$ cat src/rtl/mrc_ec_sign_resolve_pkg.sv
// Shared definitions for the mixed-radix error-correcting pipeline:
// sign-class encodings, sign-chain codes and the default value width.
package mrc_ec_sign_resolve_pkg;

  localparam int DATA_WIDTH_DEF = 18;

  // Result classes driven on sgn_class
  localparam logic [1:0] CLS_POS   = 2'b00;
  localparam logic [1:0] CLS_NEG   = 2'b01;
  localparam logic [1:0] CLS_OVF   = 2'b10;
  localparam logic [1:0] CLS_FAULT = 2'b11;

  // Sign-chain match codes {neg_match,pos_match}
  localparam logic [1:0] SGN_POS = 2'b01;
  localparam logic [1:0] SGN_NEG = 2'b10;

  // Disagreeing redundant chains are a fault. Otherwise exactly one match bit
  // must be set; none or both means the redundant digit went out of range.
  function automatic logic [1:0] classify(input logic [1:0] a, input logic [1:0] b);
    if (a != b)            return CLS_FAULT;
    else if (a == SGN_POS) return CLS_POS;
    else if (a == SGN_NEG) return CLS_NEG;
    else                   return CLS_OVF;
  endfunction

endpackage

$ cat src/rtl/mrc_sat_counter.sv
// Saturating up-counter with synchronous clear; an increment in the same
// cycle as a clear wins and restarts the count at 1.
module mrc_sat_counter #(
  parameter int CNT_WIDTH = 16
) (
  input  logic                 clk,
  input  logic                 reset,
  input  logic                 inc,
  input  logic                 clr,
  output logic [CNT_WIDTH-1:0] cnt
);

  // Count qualifying events, hold at all-ones, clear on request
  always_ff @(posedge clk or posedge reset) begin
    if (reset)               cnt <= '0;
    else if (inc) begin
      if (clr)               cnt <= CNT_WIDTH'(1);
      else if (cnt != '1)    cnt <= cnt + 1'b1;
    end
    else if (clr)            cnt <= '0;
  end

endmodule

$ cat src/rtl/mrc_ec_sign_resolve.sv
// Final stage of the error-correcting mixed-radix conversion pipeline.
// Aligns the upstream valid, registers value and both sign chains, then
// classifies each result and tracks errors (counters, sticky, first capture).
module mrc_ec_sign_resolve
  import mrc_ec_sign_resolve_pkg::*;
#(
  parameter int DATA_WIDTH = DATA_WIDTH_DEF,
  parameter int CNT_WIDTH  = 16,
  parameter int IN_LATENCY = 0
) (
  input  logic                  clk,
  input  logic                  reset,
  input  logic                  in_valid,
  input  logic [DATA_WIDTH-1:0] d7_0_8_in,
  input  logic [1:0]            Sgn_in_A,
  input  logic [1:0]            Sgn_in_B,
  input  logic                  clr_err,
  output logic                  out_valid,
  output logic [DATA_WIDTH-1:0] d_out,
  output logic [1:0]            sgn_class,
  output logic                  err_sticky,
  output logic [CNT_WIDTH-1:0]  ovf_cnt,
  output logic [CNT_WIDTH-1:0]  fault_cnt,
  output logic                  cap_valid,
  output logic [DATA_WIDTH-1:0] cap_data,
  output logic [3:0]            cap_sgn
);

  // ---- valid alignment delay line (bit 0 is the raw input) ----
  logic [IN_LATENCY:0] vld_pipe;
  logic                dly_valid;

  assign vld_pipe[0] = in_valid;
  assign dly_valid   = vld_pipe[IN_LATENCY];

  generate
    if (IN_LATENCY > 0) begin : g_vdly
      // Shift valid forward so it lines up with the upstream data
      always_ff @(posedge clk or posedge reset) begin
        if (reset) vld_pipe[IN_LATENCY:1] <= '0;
        else       vld_pipe[IN_LATENCY:1] <= vld_pipe[IN_LATENCY-1:0];
      end
    end
  endgenerate

  // ---- stage 1: capture value and both sign chains ----
  logic                  s1_valid;
  logic [DATA_WIDTH-1:0] s1_data;
  logic [1:0]            s1_a, s1_b;

  // Sample data only on aligned valid slots so idle cycles keep the last sample
  always_ff @(posedge clk or posedge reset) begin
    if (reset) begin
      s1_valid <= 1'b0;
      s1_data  <= '0;
      s1_a     <= '0;
      s1_b     <= '0;
    end else begin
      s1_valid <= dly_valid;
      if (dly_valid) begin
        s1_data <= d7_0_8_in;
        s1_a    <= Sgn_in_A;
        s1_b    <= Sgn_in_B;
      end
    end
  end

  // ---- stage 2: classify and register outputs ----
  logic [1:0] cls;
  logic       is_ovf, is_fault, is_err;

  assign cls      = classify(s1_a, s1_b);
  assign is_ovf   = s1_valid && (cls == CLS_OVF);
  assign is_fault = s1_valid && (cls == CLS_FAULT);
  assign is_err   = is_ovf || is_fault;

  // Result outputs: only valid slots update, idle cycles hold the last result
  always_ff @(posedge clk or posedge reset) begin
    if (reset) begin
      out_valid <= 1'b0;
      sgn_class <= CLS_POS;
      d_out     <= '0;
    end else begin
      out_valid <= s1_valid;
      if (s1_valid) begin
        sgn_class <= cls;
        d_out     <= (cls == CLS_POS || cls == CLS_NEG) ? s1_data : '0;
      end
    end
  end

  // Sticky flag and first-error capture; a new error beats a same-cycle clear
  always_ff @(posedge clk or posedge reset) begin
    if (reset) begin
      err_sticky <= 1'b0;
      cap_valid  <= 1'b0;
      cap_data   <= '0;
      cap_sgn    <= '0;
    end else if (is_err) begin
      err_sticky <= 1'b1;
      if (!cap_valid || clr_err) begin
        cap_valid <= 1'b1;
        cap_data  <= s1_data;
        cap_sgn   <= {s1_a, s1_b};
      end
    end else if (clr_err) begin
      err_sticky <= 1'b0;
      cap_valid  <= 1'b0;
      cap_data   <= '0;
      cap_sgn    <= '0;
    end
  end

  mrc_sat_counter #(.CNT_WIDTH(CNT_WIDTH)) u_ovf_cnt (
    .clk   (clk),
    .reset (reset),
    .inc   (is_ovf),
    .clr   (clr_err),
    .cnt   (ovf_cnt)
  );

  mrc_sat_counter #(.CNT_WIDTH(CNT_WIDTH)) u_fault_cnt (
    .clk   (clk),
    .reset (reset),
    .inc   (is_fault),
    .clr   (clr_err),
    .cnt   (fault_cnt)
  );

endmodule

$ cat config.mk
export PLATFORM = sky130hd
export DESIGN_NAME = mrc_ec_sign_resolve
export DESIGN_NICKNAME = d
export VERILOG_FILES = /design/src/rtl/mrc_ec_sign_resolve_pkg.sv /design/src/rtl/mrc_sat_counter.sv /design/src/rtl/mrc_ec_sign_resolve.sv
export SDC_FILE = /design/constraint.sdc
export NUM_CORES = 1
export LEC_CHECK = 0
export CORE_MARGIN = 8
export CORE_UTILIZATION = 30
export CTS_CLUSTER_SIZE = 10
export DETAILED_ROUTE_END_ITERATION = 6
export GPL_TIMING_DRIVEN = 0
export PLACE_DENSITY = 0.58
export SYNTH_ARGS = -nofsm -noshare
export SYNTH_HDL_FRONTEND = slang
export SYNTH_SLANG_ARGS = --single-unit
$ cat constraint.sdc
create_clock -name clk -period 9.3 [get_ports clk]
set_input_delay 1.86 -clock clk [delete_from_list [all_inputs] [get_ports clk]]
set_output_delay 1.86 -clock clk [all_outputs]
set_load 0.05 [all_outputs]
==> impl.org, run 1 <==
** Run status
- The flow ran to the end, and the final reports show no timing, DRC or antenna violations.

** Layout
- Cells with a size suffix above 1 make up 10.5% of the layout.
- Once layout is complete, the cells apart from fillers number about 670.
- Final antenna diode count :: 0
- After the last flow step, the layout net total stands at between 500 and 600.
- Layout overhead on the synthesized area :: 35.5%

** Clocking
- In this run, post-CTS repair resized a total of 0 instances.
- CTS clock-pin slew for the worst setup and hold paths :: roughly 0.07 ns
- Hold-fix buffer count after cts :: 0
- H-tree depth :: 3
- Number of sinks handled by clock tree synthesis :: 100
- TritonCTS built the clock tree.
- CTS placed an instance of sky130_fd_sc_hd__clkbuf_16 at the clock tree root.
- After clock tree synthesis, the setup repair step added 0 buffers.
- Clk Latency, worst-skew pair :: ~0.35 ns
- In this run the deepest clock path goes through 2 buffers.
- TritonCTS created 9 clock buffers.

** Route
- Via density :: around 5.3
- Summing over every cut layer, the via total after detailed routing is 3563.
- 1st-pass router iterations :: 4
- Routed Antenna Nets :: 0
- Summed over all layers, the routed wires come to ~13000 um.
- For this run, design rule violations remaining after detail routing come to 0.
- The detailed router finished its first iteration with 265 violations.
- Dividing the detail-routed wire length by the instance count gives ~19 um.

** Placement
- Instance count after placement with tap cells included :: approximately 660
- # port buffers :: just over 100
- OpenSTA, run right after detailed placement, puts the worst setup slack at between 5 and 6 ns.
- Weighted congestion at the end of routability-driven global placement :: approximately 0.8
- DPL Wire Length :: a little under 9000 um

** Worst setup path
- The worst register-to-register path begins at s1_a[0].
- Along the worst path, the maximum fanout reaches 7.
- STA puts the critical path data required time at 7.44 ns.
- Critical Setup Path Class :: register to output port
- Start point of the critical path :: u_fault_cnt.cnt[2]
- Buffers plus inverters on the worst setup path :: 1
- Nature of the critical path startpoint :: register
- In this run the number of cells on the critical path is 1.
- Critical Path Sink Type :: output port
- WP data arrival :: 1.69 ns
- Slowest cell on the critical path :: sky130_fd_sc_hd__clkdlybuf4s50_1
- Setup slack on the worst flop-to-flop path :: between 6 and 7 ns
- Endpoint of the worst setup timing path :: fault_cnt[2]
- The kind of cell with the highest combined delay along the critical path is buffers and inverters.
- Sequence of cells on the critical path :: clkdlybuf4s50_1
- The worst register-to-register path ends at u_ovf_cnt.cnt[14].
- Cell count of the worst reg-to-reg path :: 7
- Max stage delay on crit path :: around 0.86 ns

** Timing
- Final hold slack :: ~0.37 ns
- Setup repair after global routing missed its margin :: no
- Max frequency :: between 0.2 and 0.3 GHz
- Clock Skew :: 0.00613 ns
- Least-Margin Pin Slew :: just over 0.9 ns
- Total of endpoints with negative setup slack in the final report :: 0
- The number of hold-slack violations in the final timing report was 0.
- Final critical delay including setup and external delays :: approximately 3.5 ns
- The final critical path takes up between 30% and 40% of the cycle.
- Max-slew violation total from the final report :: 0
- In the post-route analysis, the smallest setup slack over all paths is roughly 5.8 ns.
- Measured against its own limit, the worst slew margin works out to between 30% and 40%.
- Setup TNS after final layout :: 0 ns

** Die
- The initial utilization of the core area, before any placement, comes to a little under a third.
- The die is 137 um wide.
- Number of placed I/O pins :: a little over 100
- Placeable core region :: ~14000 sq um
- Number of rows created at floorplan :: 44
- Die height :: around 140 um
- Die Area :: about 19000 sq um

** Power and ir drop
- Worst supply voltage drop on vdd :: about 0.000089 V
- The analysis attributes to cell leakage a power of 2.40 nW.
- Power spread over the standard cell area amounts to ~190 nW/um^2.

** Synthesis
- Fraction of the yosys area taken by sequential cells :: between 50 and 60%
- Counting flops and latches in the post-synthesis netlist gives 100.
- Syn_nets :: around 400
- Cell Area, Synth :: ~4400 sq um
- In the synthesized netlist the dominant register cell turns out to be sky130_fd_sc_hd__dfrtp_1.
- In this run, distinct cell masters in the synthesized netlist total between 40 and 50.
- During synthesis, Yosys emitted a total of 0 warnings.
- For this run, asynchronously set or reset flops after synthesis account for between 90% and 100%.
- A synthesized cell averages about 12 sq um.
- In the synthesized netlist, the number of instances is about 370.
- EDFF count, synth :: 0

** Worst hold path
- Hold-critical path depth :: 0
- Worst hold path type :: register to register

** Global route
- GRT met3 Usage :: 5.73%
- Most crowded layer after global routing :: met2
- Met2 Use GR :: 20.8%
- Summed over all layers, the global routing overflow is 0.
- Vias in the first global route :: 3760
- Entering global routing, the biggest net connects 53 pins.
- For met1 alone, demand over resource in global routing was ~17%.
- Global-route wire length before repair :: between 20000 and 25000 um
- Antenna violations before repair :: 0
- In the global route stage, overall resource usage came out at around 14%.

** Flow run
- The tool flagged a number of max-cap violations equal to 0.
## state kept, by name, summed over array words and instances (netlist names)
name,count
u_ovf_cnt.cnt,16
d_out,18
cap_data,18
s1_data,18
err_sticky,1
s1_b,2
cap_sgn,4
u_fault_cnt.cnt,16
s1_valid,1
sgn_class,2
cap_valid,1
s1_a,2
out_valid,1
## final cells by class
| cell class | count | area, sq um |
|---|---|---|
| Timing Repair Buffer | 103 | 1050 |
| Fill cell | 1406 | 8460 |
| Buffer | 20 | 91.3 |
| Inverter | 10 | 40.0 |
| Sequential cell | 100 | 2500 |
| Clock buffer | 11 | 243 |
| Clock inverter | 5 | 37.5 |
| Multi-Input combinational cell | 239 | 1770 |
| Tap cell | 184 | 230 |
## where the power goes
group	internal, mW	switching (mW)
clock network	0.189	0.167
registers	0.473	0.0295
logic	0.0942	0.170
## stage by stage
step | area (sq um) | util, % | total power, mW
5_1_grt | 5970 | 41.4 | 1.17
3_3_place_gp | 5660 | 39.2 | 0.773
4_1_cts | 5970 | 41.4 | 1.14
3_5_place_dp | 5690 | 39.4 | 0.778
2_1_floorplan | 4400 | - | 0.674
6_report | 5970 | 41.4 | 1.12
## worst reg2reg max path, stage by stage (launching register included)
cell and delay [ns]:
sky130_fd_sc_hd__dfrtp_1 0.43, sky130_fd_sc_hd__inv_1 0.09, sky130_fd_sc_hd__ha_1 0.30, sky130_fd_sc_hd__nor2b_1 0.22
sky130_fd_sc_hd__nand4_1 0.31, sky130_fd_sc_hd__buf_2 0.31, sky130_fd_sc_hd__nor4b_1 0.44, sky130_fd_sc_hd__mux2_1 0.36
## cell usage after synthesis, types with 2 or more instances
master | instances | area share (%)
sky130_fd_sc_hd__xor2_1 | 2 | 0.40
sky130_fd_sc_hd__inv_1 | 10 | 0.85
sky130_fd_sc_hd__a211o_1 | 2 | 0.40
sky130_fd_sc_hd__nor3_1 | 2 | 0.23
sky130_fd_sc_hd__o41ai_1 | 3 | 0.60
sky130_fd_sc_hd__or3_1 | 3 | 0.43
sky130_fd_sc_hd__nor2b_1 | 10 | 1.4
sky130_fd_sc_hd__ha_1 | 3 | 0.85
sky130_fd_sc_hd__a22o_1 | 40 | 8.0
sky130_fd_sc_hd__o311ai_1 | 2 | 0.40
sky130_fd_sc_hd__mux2_2 | 21 | 5.4
sky130_fd_sc_hd__or4_1 | 16 | 2.7
sky130_fd_sc_hd__nand2b_1 | 2 | 0.28
sky130_fd_sc_hd__a311oi_1 | 2 | 0.40
sky130_fd_sc_hd__nand2_1 | 8 | 0.68
sky130_fd_sc_hd__o211ai_1 | 2 | 0.34
sky130_fd_sc_hd__dfrtp_1 | 100 | 57
sky130_fd_sc_hd__clkbuf_1 | 12 | 1.0
sky130_fd_sc_hd__o21ai_1 | 2 | 0.23
sky130_fd_sc_hd__o21ai_0 | 8 | 0.91
sky130_fd_sc_hd__o21a_1 | 2 | 0.34
sky130_fd_sc_hd__nor2_1 | 13 | 1.1
sky130_fd_sc_hd__nor4_1 | 7 | 0.99
sky130_fd_sc_hd__and4_1 | 4 | 0.80
sky130_fd_sc_hd__nand3_1 | 16 | 1.8
sky130_fd_sc_hd__a21oi_1 | 21 | 2.4
sky130_fd_sc_hd__buf_2 | 7 | 0.80
sky130_fd_sc_hd__mux2_1 | 7 | 1.8
sky130_fd_sc_hd__xnor2_2 | 2 | 0.74
sky130_fd_sc_hd__nand4_1 | 9 | 1.3
sky130_fd_sc_hd__and3_1 | 2 | 0.28
sky130_fd_sc_hd__o31ai_1 | 17 | 2.9
## cells by family (layout without fill, tap and decap cells)
family | Yosys count | count (layout) | share of synthesized area, %
DFF | 100 | 100 | 56.8
buffers and inverters | 30 | 149 | 2.93
and+or+nand+nor | 96 | 96 | 12.8
adders and majority gates | 3 | 3 | 0.852
xor gates and xnor gates | 4 | 4 | 1.14
muxes | 28 | 28 | 7.16
AOI/OAI and AO/OA | 108 | 108 | 18.3
## metal layers
layer  vias to the layer above  share of wire [%]  routed length (um)
met2                        99                 46                5710
met1                      1797                 44                5480
met4                         0                1.5                 191
li1                       1653                  -                   -
met5                         -                  0                   0
met3                        14                9.2                1150
## layout by cell type (no fill, tap or decap), types with 3 or more instances in the layout
cell                              count
sky130_fd_sc_hd__mux2_2              21
sky130_fd_sc_hd__o31ai_1             17
sky130_fd_sc_hd__inv_1                9
sky130_fd_sc_hd__nor2b_1             10
sky130_fd_sc_hd__dfrtp_1            100
sky130_fd_sc_hd__a22o_1              40
sky130_fd_sc_hd__ha_1                 3
sky130_fd_sc_hd__nor2_1              13
sky130_fd_sc_hd__nand4_1              9
sky130_fd_sc_hd__mux2_1               7
sky130_fd_sc_hd__nand3_1             16
sky130_fd_sc_hd__or3_1                3
sky130_fd_sc_hd__buf_2                7
sky130_fd_sc_hd__o21ai_0              8
sky130_fd_sc_hd__clkbuf_16            9
sky130_fd_sc_hd__or4_1               16
sky130_fd_sc_hd__nor4_1               7
sky130_fd_sc_hd__clkdlybuf4s50_1    102
sky130_fd_sc_hd__and4_1               4
sky130_fd_sc_hd__nand2_1              8
sky130_fd_sc_hd__clkbuf_1            13
sky130_fd_sc_hd__a21oi_1             21
sky130_fd_sc_hd__o41ai_1              3
## worst min path at each step
stage	slack [ns]	endpoint	start
detailed placement	0.36	out_valid	s1_valid
floorplan	0.35	out_valid	s1_valid
global route	0.39	out_valid	s1_valid
CTS	0.38	out_valid	s1_valid
global placement	0.36	out_valid	s1_valid
finish	0.37	out_valid	s1_valid
Power figures use the tool's default switching activity.
==> run 2: changes to the inputs <==
- PLACE_DENSITY: 0.58 -> 0.6
- clock period: 9.3 -> 3.04 ns (I/O delays scaled with it)
==> run 2 against run 1 <==
Worst setup slack worse by 5.2 ns. Critical path depth is 6 higher. Global-route usage is 0.16 points higher. Power grew to 3.1 times the previous value. Critical path type is now register to register.
==> impl.org, run 2 (synthesized netlist as in run 1, its figures left out) <==
** Timing
- Remaining max-slew budget at the tightest pin :: 40.8% (was 37.9%)
- Final hold viol count :: 0 (unchanged)
- Max frequency :: around 0.4 GHz
- The measured slew at the worst slew-check pin was 0.885 ns (was 0.928 ns).
- The summed negative setup slack over all endpoints is 0 ns (unchanged).
- Final critical delay including setup and external delays :: between 2 and 2.5 ns
- Clock Skew :: 0.00729 ns (was 0.00613 ns)
- Setup repair after global routing missed its margin: no (unchanged).
- Total of endpoints with negative setup slack in the final report :: 0 (unchanged)
- Max-slew violation total from the final report :: 0 (unchanged)
- Smallest setup slack after layout :: 0.549 ns (was 5.75 ns)
- Part of the cycle the worst path needs :: between 80% and 90%

** Route
- The via total after detailed routing came to 3573 (was 3563).
- The total iterations of the first detailed-routing run came to 4 (unchanged).
- Via density :: 5.30 (about the same)
- The detail-routed net length per standard cell was 18.9 um (was 18.7 um).
- The number of antenna-violating nets in the routed design came to 0 (unchanged).
- Number of DRC violations after detailed routing :: 0 (unchanged)
- The overall routed net length came to 12700 um (was 12500 um).
- The iteration-0 DRC count of the detailed router is 243 (was 265).

** Power and ir drop
- The relative contribution of sequential cells to total power was 44.3% (was 44.7%).
- The power spent charging and discharging nets is 1.16 mW (was 0.367 mW).
- The cell-internal power is 2.31 mW (was 0.756 mW).
- The switching fraction of total power was 33.5% (was 32.7%).
- The maximum resistive drop on vdd is 0.000475 V (was 0.0000888 V).
- The part of the power in combinational logic came to 23.4% (was 23.6%).
- The power density over cell area was 579 nW/um^2 (was 188 nW/um^2).
- Clock power share :: 32.3% (was 31.7%)
- The leakage power summed over all cells came to 2.42 nW (was 2.40 nW).

** Die
- The die extent in y came to 137 um (unchanged).
- The horizontal die dimension was 137 um (unchanged).
- The boundary pin count came to 103 (unchanged).
- Number of rows created at floorplan :: 44 (unchanged)
- Die Area :: 18800 sq um (unchanged)
- Starting Density :: 30.5% (unchanged)
- Placeable core region :: 14400 sq um (unchanged)

** Worst setup path
- Cell count of the worst reg-to-reg path :: 7 (unchanged)
- The count of cell instances traversed by the critical path was 7 (was 1).
- The element type at the critical path end was a register (was output port).
- Crit path required time :: 3.27 ns (was 7.44 ns)
- The endpoint of the most critical setup path is u_ovf_cnt.cnt[14] (was fault_cnt[2]).
- Nature of the critical path startpoint :: register (unchanged)
- Cell family contributing the most delay on the critical path :: simple AND/OR/NAND/NOR gates (was buffers and inverters)
- Critical Setup Path Class :: register to register (was register to output port)
- Slowest cell on the critical path :: sky130_fd_sc_hd__dfrtp_1 (was sky130_fd_sc_hd__clkdlybuf4s50_1)
- Peak fanout along the critical path :: 10 (was 7)
- The data arrival time of the critical path came to 2.72 ns (was 1.69 ns).
- Sequence of cells on the critical path: inv_1 -> ha_1 -> nor2b_1 -> nand4_1 -> buf_2 -> nor4b_1 -> mux2_1 (was clkdlybuf4s50_1).
- The number of buffer and inverter stages on the critical path is 2 (was 1).
- Start point of the critical path :: s1_a[0] (was u_fault_cnt.cnt[2])
- Max stage delay on crit path :: 0.44 ns (was 0.86 ns)
- Reg2reg end :: u_ovf_cnt.cnt[14] (unchanged)
- Setup slack on the worst flop-to-flop path :: 0.55 ns (was 6.73 ns)
- Reg-to-reg startpoint :: s1_a[0] (unchanged)

** Clocking
- The CTS clock-pin slew for the worst setup and hold paths came to 0.07 ns (about the same).
- The H-tree depth reported by CTS is 3 (unchanged).
- The number of buffers inserted to repair setup after CTS came to 0 (unchanged).
- The CTS tree was done (unchanged).
- Hold-fix buffer count after cts :: 0 (unchanged)
- The maximum count of clock buffers along a single path is 2 (unchanged).
- The clock latency of the later-clocked register in the worst-skew pair is 0.35 ns (about the same).
- Gates resized, CTS repair :: 0 (unchanged)
- Number of sinks handled by clock tree synthesis :: 100 (unchanged)
- Cell at the root of the clock tree :: sky130_fd_sc_hd__clkbuf_16 (unchanged)
- Number of buffers created by CTS :: 9 (unchanged)

** Global route
- The global-route track usage on met1 was 17.0% (was 17.3%).
- Most crowded layer after global routing :: met2 (unchanged)
- The met2 usage in global routing came to 21.5% (was 20.8%).
- Maximum number of pins on one net before global-route repair :: 36 (was 53)
- The initial antenna violation count is 0 (unchanged).
- Total global-route track usage :: 14.0% (was 13.8%)
- The wire length of the first global-routing pass was 20500 um (was 20400 um).
- GRT met3 Usage :: 7.23% (was 5.73%)
- Global route total overflow :: 0 (unchanged)
- Vias in the first global route :: 3746 (was 3760)

** Layout
- The post-route core utilization came to 41.6% (was 41.4%).
- Top library cells by usage in the layout, fill and taps aside: sky130_fd_sc_hd__clkdlybuf4s50_1 (102), sky130_fd_sc_hd__dfrtp_1 (100), sky130_fd_sc_hd__a22o_1 (40) (unchanged).
- Final antenna diode count :: 0 (unchanged)
- The area growth from synthesis to final layout was 36.3% (was 35.5%).
- The fraction of layout instances using a drive strength above 1 came to 10.8% (was 10.5%).
- Most common cell after layout, fill and taps aside :: sky130_fd_sc_hd__clkdlybuf4s50_1 (unchanged)
- The number of nets in the final layout is 514 (was 512).
- Largest registers in the final layout :: cap_data: 18 flops, d_out: 18 flops, s1_data: 18 flops (unchanged)

** Flow run
- Max_cap viols :: 0 (unchanged)

** Placement
- Weighted congestion at the end of routability-driven global placement :: 0.790 (was 0.781)
- The number of buffers inserted by port buffering was 102 (unchanged).
- Setup Slack @ Placement :: 0.533 ns (was 5.60 ns)
- DPL Wire Length :: 9080 um (was 8880 um)

** Run status
- Status: finished, final reports clean (unchanged).

** Worst hold path
- The type of the most critical hold path is register to register (unchanged).
run 2: how the worst min path moves through the flow:
stage | end | cells past startpoint | startpoint | slack [ns]
after floorplan | out_valid | 0 | s1_valid | 0.35
after global placement | out_valid | 0 | s1_valid | 0.36
after detailed placement | out_valid | 0 | s1_valid | 0.36
after CTS | out_valid | 0 | s1_valid | 0.39
after global routing | out_valid | 0 | s1_valid | 0.41
final | out_valid | 0 | s1_valid | 0.38
run 2: worst reg2reg max path: stages, from the launching register on:
cell and delay, ns:
sky130_fd_sc_hd__dfrtp_1 0.44, sky130_fd_sc_hd__inv_1 0.09, sky130_fd_sc_hd__ha_1 0.30, sky130_fd_sc_hd__nor2b_1 0.20, sky130_fd_sc_hd__nand4_1 0.30, sky130_fd_sc_hd__buf_2 0.30, sky130_fd_sc_hd__nor4b_1 0.38, sky130_fd_sc_hd__mux2_1 0.36
run 2: through the flow:
step | hold WS, ns | power, mW | instance area (sq um) | cells
floorplan | 0.352 | 2.06 | 4410 | 369
global placement | 0.364 | 2.37 | 5660 | 655
detailed placement | 0.364 | 2.38 | 5720 | 658
CTS | 0.386 | 3.53 | 6000 | 674
global route | 0.405 | 3.64 | 6000 | 674
finish | 0.385 | 3.47 | 6000 | 674
run 2: metal layers:
layer | vias up | wire length [um] | share of wire, %
met1 | 1784 | 5620 | 44
met2 | 121 | 5690 | 45
met4 | 0 | 68 | 0.53
met3 | 6 | 1330 | 10
met5 | - | 0 | 0
li1 | 1662 | - | -
run 2: power groups by stage:
stage | Combinational (mW) | Sequential (mW) | Clock, mW
detailed placement | 0.823 | 1.56 | 0
finish | 0.812 | 1.54 | 1.12
floorplan | 0.213 | 1.85 | 0
global route | 0.865 | 1.56 | 1.22
global placement | 0.806 | 1.56 | 0
CTS | 0.825 | 1.54 | 1.16
run 2: area by class of cell:
class,count,area (sq um)
Clock buffer,10,229
Buffer,20,91.3
Sequential cell,100,2500
Inverter,10,41.3
Clock inverter,6,53.8
Multi-Input combinational cell,239,1770
Fill cell,1404,8420
Timing Repair Buffer,105,1080
Tap cell,184,230
==> run 3: changes to the inputs <==
- clock period: 3.04 -> 2.2 ns (I/O delays scaled with it)
==> run 3 against run 2 <==
Global-route usage fell by 0.12 points. Via count fell by 0.20%. Core utilization rose by 0.89 points. Cell area rose by 2.1%. Sequential cell count did not move. Sequential share of layout area fell by 0.82 points. Die area did not move. Cell count rose by 0.30%. Register-to-register slack got worse by 0.44 ns.
==> impl.org, run 3 (synthesized netlist as in run 1, its figures left out) <==
** Layout
- Final antenna diode count :: 0 (unchanged)
- Largest registers in the final layout :: cap_data: 18 flops, d_out: 18 flops, s1_data: 18 flops (unchanged)
- The cell area after layout is 6130 sq um (was 6000 sq um).
- The post-route core utilization came to 42.5% (was 41.6%).
- The number of nets in the final layout was 519 (was 514).
- Top library cells by usage in the layout, fill and taps aside :: sky130_fd_sc_hd__clkdlybuf4s50_1 (101), sky130_fd_sc_hd__dfrtp_1 (97), sky130_fd_sc_hd__a22o_1 (40) (was sky130_fd_sc_hd__clkdlybuf4s50_1 (102), sky130_fd_sc_hd__dfrtp_1 (100), sky130_fd_sc_hd__a22o_1 (40))
- The count of non-filler cells in the finished layout came to 676 (was 674).
- The fraction of layout instances using a drive strength above 1 was 14.4% (was 10.8%).
- The area growth from synthesis to final layout came to 39.2% (was 36.3%).
- The most frequent standard cell in the layout excluding fill and tap cells was sky130_fd_sc_hd__clkdlybuf4s50_1 (unchanged).
- Area taken by multi-input logic gates :: 1860 sq um (was 1770 sq um)
- The register cell area after layout came to 2510 sq um (was 2500 sq um).
- Layout filler cell count :: 1376 (was 1404)

** Route
- Number of DRC violations after detailed routing :: 0 (unchanged)
- The number of antenna-violating nets in the routed design is 0 (unchanged).
- Initial DRC count :: 249 (was 243)
- The detail-routed net length per standard cell is 18.8 um (was 18.9 um).
- The detailed-route vias per instance is 5.28 (was 5.30).
- WL final :: 12700 um (about the same)
- Vias after detailed routing :: 3566 (was 3573)
- 1st-pass router iterations :: 4 (unchanged)

** Die
- Placeable core region :: 14400 sq um (unchanged)
- The horizontal die dimension is 137 um (unchanged).
- The boundary pin count came to 103 (unchanged).
- Die height :: 137 um (unchanged)
- Die Area :: 18800 sq um (unchanged)
- Starting Density :: 30.5% (unchanged)
- Number of rows created at floorplan :: 44 (unchanged)

** Clocking
- Cell at the root of the clock tree :: sky130_fd_sc_hd__clkbuf_16 (unchanged)
- The hold-fix buffer count after cts came to 0 (unchanged).
- Clk buf depth :: 2 (unchanged)
- Clk Latency, worst-skew pair :: 0.34 ns (was 0.35 ns)
- The CTS clock-pin slew for the worst setup and hold paths is 0.07 ns (about the same).
- The clock sink total was 100 (unchanged).
- The CTS tree was done (unchanged).
- The H-tree depth reported by CTS was 3 (unchanged).
- The TritonCTS buffer count was 9 (unchanged).

** Timing
- Least-Margin Pin Slew :: 0.747 ns (was 0.885 ns)
- The normalized max-slew margin came to 50.2% (was 40.8%).
- Setup repair after global routing missed its margin: no (unchanged).
- The final worst-path setup slack came to 0.0721 ns (was 0.549 ns).
- Final hold viol count :: 0 (unchanged)
- The number of endpoints failing setup at the final stage is 0 (unchanged).
- Final critical delay including setup and external delays :: ~2.1 ns
- The setup clock skew after layout was 0.00752 ns (was 0.00729 ns).
- Part of the cycle the worst path needs :: between 90 and 100%
- The summed negative setup slack over all endpoints is 0 ns (unchanged).
- The number of pins with negative max-slew slack in the final report is 0 (unchanged).
- Timing would allow up to between 0.4 and 0.5 GHz.

** Global route
- The global routing met3 resource utilization came to 6.61% (was 7.23%).
- The via count of the first global-routing pass is 3769 (was 3746).
- Total global-route track usage :: 13.8% (was 14.0%)
- Maximum number of pins on one net before global-route repair :: 40 (was 36)
- The wire length of the first global-routing pass came to 20400 um (was 20500 um).
- The met2 usage in global routing is 20.8% (was 21.5%).
- The initial antenna violation count is 0 (unchanged).
- The overflow left after global routing is 0 (unchanged).
- The global-route track usage on met1 was 17.6% (was 17.0%).
- Most crowded layer after global routing :: met2 (unchanged)

** Power and ir drop
- The leakage power summed over all cells came to 2.48 nW (was 2.42 nW).
- The part of the power in combinational logic was 23.9% (was 23.4%).
- Clock power share :: 32.1% (was 32.3%)
- Power density of the placed cells :: 788 nW/um^2 (was 579 nW/um^2)
- The power spent charging and discharging nets was 1.55 mW (was 1.16 mW).
- The cell-internal power came to 3.29 mW (was 2.31 mW).
- The relative contribution of sequential cells to total power was 44.0% (was 44.3%).
- Switching part of the total power :: 32.0% (was 33.5%)
- Worst supply voltage drop on vdd :: 0.000382 V (was 0.000475 V)

** Worst setup path
- Critical Setup Path Class :: register to output port (was register to register)
- The worst-path cell with the longest stage delay was sky130_fd_sc_hd__clkdlybuf4s50_1 (was sky130_fd_sc_hd__dfrtp_1).
- The cell type group with the largest total delay on the critical path was buffers and inverters (was simple AND/OR/NAND/NOR gates).
- The data arrival time of the critical path is 1.69 ns (was 2.72 ns).
- Buffers plus inverters on the worst setup path :: 1 (was 2)
- Peak fanout along the critical path :: 8 (was 10)
- Nature of the critical path startpoint :: register (unchanged)
- The register-to-register path setup slack is 0.11 ns (was 0.55 ns).
- Crit path required time :: 1.76 ns (was 3.27 ns)
- Sequence of cells on the critical path :: clkdlybuf4s50_1 (was inv_1 -> ha_1 -> nor2b_1 -> nand4_1 -> buf_2 -> nor4b_1 -> mux2_1)
- Max stage delay on crit path :: 0.86 ns (was 0.44 ns)
- The element type at the critical path end was an output port (was register).

** Placement
- # port buffers :: 102 (unchanged)
- The final weighted congestion in routability-driven placement was 0.760 (was 0.790).
- The pre-CTS worst setup slack was -0.290 ns (was 0.533 ns).
- The instance area at placement came to 5700 sq um (was 5720 sq um).
- Instance count after placement with tap cells included :: 657 (was 658)
- DPL Wire Length :: 8900 um (was 9080 um)

** Run status
- Status :: finished, final reports clean (unchanged)

** Flow run
- Max_cap viols :: 0 (unchanged)

** Worst hold path
- The type of the most critical hold path was register to register (unchanged).
[run 3: power groups by stage]
stage,clock network (mW),logic [mW],registers (mW)
finish,1.55,1.15,2.13
global route,1.66,1.22,2.15
CTS,1.59,1.15,2.13
detailed placement,0,1.14,2.15
global placement,0,1.12,2.15
floorplan,0,0.294,2.56
[run 3: worst paths after layout]
path	cells past startpoint	to	startpoint
min in group asynchronous	2	d_out[2]	reset
worst max register to register	7	u_ovf_cnt.cnt[5]	s1_a[1]
worst min-delay path	0	out_valid	s1_valid
max in group asynchronous	3	s1_a[1]	reset
worst max-delay path	1	ovf_cnt[11]	u_ovf_cnt.cnt[11]
worst min register to register	0	out_valid	s1_valid
[run 3: per-layer routing]
metal / routed length, um / vias to the layer above
met5: 0 / -
met3: 1240 / 8
met2: 5740 / 111
met4: 91 / 0
li1: - / 1668
met1: 5630 / 1779
[run 3: what timing repair did]
| action | 4_1_cts | 5_1_grt |
|---|---|---|
| gates cloned | 0 | 1 |
| setup buffers | 2 | 3 |
| hold endpoints to repair | 0 | 0 |
| pin swaps | 0 | 1 |
| resized for setup | 9 | 14 |
| setup endpoints to repair | 35 | 36 |
[run 3: layout make-up]
class / instances / area share (%)
Timing Repair Buffer: 110 / 18.1
Clock inverter: 4 / 0.878
Sequential cell: 100 / 40.9
Multi-Input combinational cell: 239 / 30.3
Buffer: 20 / 1.65
Inverter: 10 / 0.673
Clock buffer: 9 / 3.67
Tap cell: 184 / 3.76
[run 3: through the flow]
| step | power, mW | hold slack [ns] |
|---|---|---|
| 2_1_floorplan | 2.85 | 0.352 |
| 3_3_place_gp | 3.27 | 0.364 |
| 3_5_place_dp | 3.29 | 0.366 |
| 4_1_cts | 4.87 | 0.389 |
| 5_1_grt | 5.04 | 0.393 |
| 6_report | 4.83 | 0.383 |
